`config.mk`:
```
export PLATFORM = sky130hd
export DESIGN_NAME = game_sequencer
export DESIGN_NICKNAME = d
export VERILOG_FILES = /design/src/rtl/game_sequencer.sv
export SDC_FILE = /design/constraint.sdc
export NUM_CORES = 1
export LEC_CHECK = 0
export ABC_AREA = 1
export CAP_MARGIN = 10
export CORE_AREA = 2 2 61 92
export DETAILED_ROUTE_END_ITERATION = 6
export DIE_AREA = 0 0 63 94
export PLACE_DENSITY = 0.51
export SLEW_MARGIN = 5
export SYNTH_ARGS = -nofsm -noshare
export SYNTH_HDL_FRONTEND = slang
export SYNTH_SLANG_ARGS = --single-unit
```
`constraint.sdc`:
```
create_clock -name clk -period 1.4 [get_ports clk]
set_input_delay 0.28 -clock clk [delete_from_list [all_inputs] [get_ports clk]]
set_output_delay 0.28 -clock clk [all_outputs]
set_load 0.02 [all_outputs]
```
`src/rtl/game_sequencer.sv`:
```
// Game flow controller: cover screen, 3-2-1 countdown, play/pause, game-over timeout.
// Also tracks A/D key holds for steering and registers the floor speed level.
module game_sequencer #(
  parameter int COUNT_TICKS = 60,
  parameter int OVER_TICKS  = 120
) (
  input  logic       clk,
  input  logic       rst,
  input  logic       tick,
  input  logic       key_valid,
  input  logic [8:0] key_code,
  input  logic       key_is_down,
  input  logic       slime_die,
  input  logic [3:0] score_tens,
  output logic [2:0] state,
  output logic       game_rst,
  output logic       play_en,
  output logic [1:0] move_dir,
  output logic [1:0] count_digit,
  output logic [2:0] speed_level,
  output logic       record_strobe
);

  typedef enum logic [2:0] {
    S_COVER     = 3'd0,
    S_COUNTDOWN = 3'd1,
    S_PLAY      = 3'd2,
    S_PAUSE     = 3'd3,
    S_OVER      = 3'd4
  } state_t;

  localparam logic [8:0] K_ENTER   = 9'h05A;
  localparam logic [8:0] K_ENTER_X = 9'h15A;
  localparam logic [8:0] K_A       = 9'h01C;
  localparam logic [8:0] K_D       = 9'h023;
  localparam logic [8:0] K_P       = 9'h04D;
  localparam logic [8:0] K_ESC     = 9'h076;

  localparam int MAXT = (COUNT_TICKS > OVER_TICKS) ? COUNT_TICKS : OVER_TICKS;
  localparam int CW   = $clog2(MAXT + 1);
  localparam logic [CW-1:0] CNT_LAST  = CW'(COUNT_TICKS - 1);
  localparam logic [CW-1:0] OVER_LAST = CW'(OVER_TICKS - 1);

  state_t        st_q, st_d;
  logic [CW-1:0] cnt_q, cnt_d;
  logic [1:0]    dig_q, dig_d;
  logic          grst_d, rec_d;
  logic          a_held, d_held, d_last;
  logic [2:0]    speed_q;

  logic make, enter_mk, p_mk, esc_mk, a_ev, d_ev;

  assign make     = key_valid & key_is_down;
  assign enter_mk = make & ((key_code == K_ENTER) | (key_code == K_ENTER_X));
  assign p_mk     = make & (key_code == K_P);
  assign esc_mk   = make & (key_code == K_ESC);
  assign a_ev     = key_valid & (key_code == K_A);
  assign d_ev     = key_valid & (key_code == K_D);

  always_ff @(posedge clk) begin
    if (rst) begin
      st_q          <= S_COVER;
      cnt_q         <= '0;
      dig_q         <= '0;
      game_rst      <= 1'b0;
      record_strobe <= 1'b0;
    end else begin
      st_q          <= st_d;
      cnt_q         <= cnt_d;
      dig_q         <= dig_d;
      game_rst      <= grst_d;
      record_strobe <= rec_d;
    end
  end

  // Key events are evaluated before ticks, so a transition caused by a key
  // swallows a coincident tick via the counter clear on state entry.
  always_comb begin
    st_d   = st_q;
    cnt_d  = cnt_q;
    dig_d  = dig_q;
    grst_d = 1'b0;
    rec_d  = 1'b0;
    unique case (st_q)
      S_COVER: begin
        if (enter_mk) begin
          st_d   = S_COUNTDOWN;
          dig_d  = 2'd3;
          grst_d = 1'b1;
        end
      end
      S_COUNTDOWN: begin
        if (tick) begin
          if (cnt_q == CNT_LAST) begin
            cnt_d = '0;
            if (dig_q == 2'd1) st_d = S_PLAY;
            else               dig_d = dig_q - 2'd1;
          end else begin
            cnt_d = cnt_q + 1'b1;
          end
        end
      end
      S_PLAY: begin
        if (slime_die) begin
          st_d  = S_OVER;
          rec_d = 1'b1;
        end else if (p_mk) begin
          st_d = S_PAUSE;
        end else if (tick) begin
          cnt_d = cnt_q + 1'b1;
        end
      end
      S_PAUSE: begin
        if (esc_mk) begin
          st_d   = S_COVER;
          grst_d = 1'b1;
        end else if (p_mk) begin
          st_d = S_PLAY;
        end else if (tick) begin
          cnt_d = cnt_q + 1'b1;
        end
      end
      S_OVER: begin
        if (tick) begin
          if (cnt_q == OVER_LAST) st_d = S_COVER;
          else                    cnt_d = cnt_q + 1'b1;
        end
      end
      default: st_d = S_COVER;
    endcase
    if (st_d != st_q) cnt_d = '0;
  end

  // d_last remembers which of A/D was pressed most recently
  always_ff @(posedge clk) begin
    if (rst) begin
      a_held <= 1'b0;
      d_held <= 1'b0;
      d_last <= 1'b0;
    end else begin
      if (a_ev) a_held <= key_is_down;
      if (d_ev) d_held <= key_is_down;
      if (a_ev & key_is_down)      d_last <= 1'b0;
      else if (d_ev & key_is_down) d_last <= 1'b1;
    end
  end

  always_ff @(posedge clk) begin
    if (rst)                 speed_q <= '0;
    else if (game_rst)       speed_q <= '0;
    else if (st_q == S_PLAY) speed_q <= (score_tens > 4'd7) ? 3'd7 : score_tens[2:0];
  end

  always_comb begin
    move_dir = 2'b00;
    if (st_q == S_PLAY) begin
      if (a_held && d_held) move_dir = d_last ? 2'b01 : 2'b10;
      else if (a_held)      move_dir = 2'b10;
      else if (d_held)      move_dir = 2'b01;
    end
  end

  assign state       = st_q;
  assign play_en     = (st_q == S_PLAY);
  assign count_digit = (st_q == S_COUNTDOWN) ? dig_q : 2'd0;
  assign speed_level = speed_q;

endmodule

```
==> reports/qor.txt <==
# DRC - 0
final period utilization - 110%
synth warn - 0
Initial Util - 29.2%
Min Hold Slack - 0.459 ns
P_leak - 1.25 nW
Critical Path Max Stage Delay - 0.37 ns
pre-CTS WS - -0.566 ns
Fill cells - 545
first-pass GRT wire length - 7660 um
Hold Path Class - reg -> reg
RSZ-0062 raised after global routing - yes
Final Slew Violations - 0
Arr. time, crit path - 1.71 ns
top area cells in the synthesized netlist - dfxtp_1 27%, nand2_1 17%, inv_1 9.6%
Final TNS setup - -1.30 ns
layout cells sized above 1 - 46.7%
clock skew - 0.00126 ns
Synth area leader - dfxtp_1
fmax - 0.651 GHz
total track usage - 16.3%
Crit Path Class - reg -> reg
Final Setup Violations - 13
Non-Filler Instances - 413
most frequent cells in the layout - 56 x buf_4, 52 x nand2_1, 31 x inv_1
antenna violations before repair - 0
H-tree levels - 1
Mapped Area - 1490 um2
dpl cell area - 2190 um2
TritonRoute pass-1 iters - 4
Setup crit end kind - flop
Die Ht - 94 um
NumNets Final - 367
largest net degree at the start of global routing - 13
post-synthesis area per instance - 5.87 um2
Max-Cap Viols - 0
vias in the first global route - 1841
DR iter-0 viols - 28
cell family with most CP delay - buffers and inverters
worst path bufs/invs - 8
fin crit period - 1.54 ns
Die X - 63 um
TritonCTS clock tree - yes
Worst-path clk slew - 0.08 ns
Setup WS post-layout - -0.136 ns
Final Hold Fails - 0
Adder-Cell Fraction of Synth Area - 1.68%
register area share after synthesis - 27.0%
post-synthesis compound-gate area fraction - 8.17%
hold-fix buffers at CTS - 0
Worst-Margin Slew - 0.251 ns
root cell of the clock tree - clkbuf_8
fin area - 2670 um2
Top-Level Pins - 32
syn nets - 274
Layout area overhead - 79.5%
Tot Pwr - 1.60 mW
status - finished with violations
Num CTS Buffers - 3
IO buf count - 31
clock sinks - 20
wire per inst - 11.3 um
Startpoint Class - flop
Routed Antenna Nets - 0
commonest non-fill, non-tap cell in the layout - buf_4
xor/xnor share of the synthesized area - 1.77%
Mapped Cells - 253
Worst Path Required - 1.57 ns
number of diodes - 0
dpl hpwl - 3640 um
failing checks - negative setup slack
standard-cell rows - 32
area share of the largest cell type after synthesis - 27.0%
die area - 5920 um2
via count - 1857
Cells after DPL - 390
via/cell ratio - 4.50
largest family of logic cells by synthesized area - simple AND/OR/NAND/NOR gates
Rel. slew slack - 83.2%
post-layout util - 52.4%
Post-Synth Simple-Gate Area - 49.5%
VDD IR max - 0.000414 V
synth unique cells - 27
Core Footprint - 5080 um2
PwrDens - 601 nW/um2
GR Overflow Total - 0
Placer Congestion - 0.819
Synth Register Bits - 20
cells along the critical path - buf_6, buf_4, nand2_4, inv_2, nand2_4, nand3_4, buf_4, buf_6, buf_6, buf_4, nand2_2, inv_2
clock buffer depth - 2
Max FO, Critical Path - 4
mux contribution to synthesized area - 0%
Critical-path top delay cell - dfxtp_4
final WL - 4660 um
clk_lat worst skew - 0.26 ns
## final timing paths
check	to	cells past startpoint	start	slack, ns
min reg2reg	speed_level[0]	2	speed_level[0]	0.46
max reg2reg	state[1]	12	state[0]	-0.14
max	state[1]	12	state[0]	-0.14
min	speed_level[0]	2	speed_level[0]	0.46
## cell type report
cell class              count  area [um2]  area share [%]
clock buffers               3        41.3            1.55
clock inverters             1        30.0            1.13
inverters                  45         176            6.62
multi-input cells         186        1170            44.1
flip-flops and latches     20         413            15.5
well taps                  68        85.1            3.19
repair buffers             90         746            28.0
## Yosys cell counts
master / instances
nand3_2: 3
inv_1: 38
nor3_1: 7
o21ai_2: 1
clkbuf_1: 1
o21ai_0: 4
nor2_1: 38
a21oi_1: 16
xor2_1: 2
clkinv_1: 1
nor4_1: 1
xnor2_1: 1
nand2_1: 69
dfxtp_1: 20
ha_1: 2
nand4_1: 5
nand2b_1: 1
nor2_2: 6
nor2_4: 3
nand3_1: 21
a211oi_1: 1
o21ai_1: 1
buf_2: 1
or2_2: 1
nand3_4: 2
nand2_2: 1
inv_2: 6
## per-layer routing
| layer | up-vias | global-route usage [%] | wire length [um] | share of wire [%] |
|---|---|---|---|---|
| met5 | - | 0 | 0 | 0 |
| met4 | 0 | 4.26 | 56 | 1.2 |
| met3 | 4 | 1.56 | 93 | 2.0 |
| met2 | 22 | 35.1 | 2770 | 59 |
| met1 | 855 | 15.6 | 1740 | 37 |
| li1 | 976 | - | - | - |
## cell families after synthesis
group,count (synthesis)
DFF,20
adders and majority gates,2
AOI/OAI and AO/OA,23
buffers and inverters,47
and+or+nand+nor,158
xor gates and xnor gates,3
## sequential cells by signal (all words and copies together), names as in the netlist
name           flops
speed_level        3
cnt_q              7
d_last             1
dig_q              2
state              3
a_held             1
record_strobe      1
d_held             1
game_rst           1
## worst min-delay path: cells and delay by family (launching register included)
kind | cells | cell delay [ns]
AOI/OAI and AO/OA | 1 | 0.05
DFF | 1 | 0.31
and+or+nand+nor | 1 | 0.06
## where the power goes
group	switching, mW	total [mW]	leakage [nW]	internal (mW)
registers	0.0127	0.593	0.165	0.580
logic	0.221	0.415	1.05	0.194
clock network	0.214	0.595	0.0357	0.382
## repair_timing
| action | in CTS | in global routing |
|---|---|---|
| setup endpoints to repair | 26 | 18 |
| setup buffers | 9 | 10 |
| pin swaps | 11 | 23 |
| gates resized for setup | 83 | 55 |
Note: power is estimated with default switching activity, not from simulation.
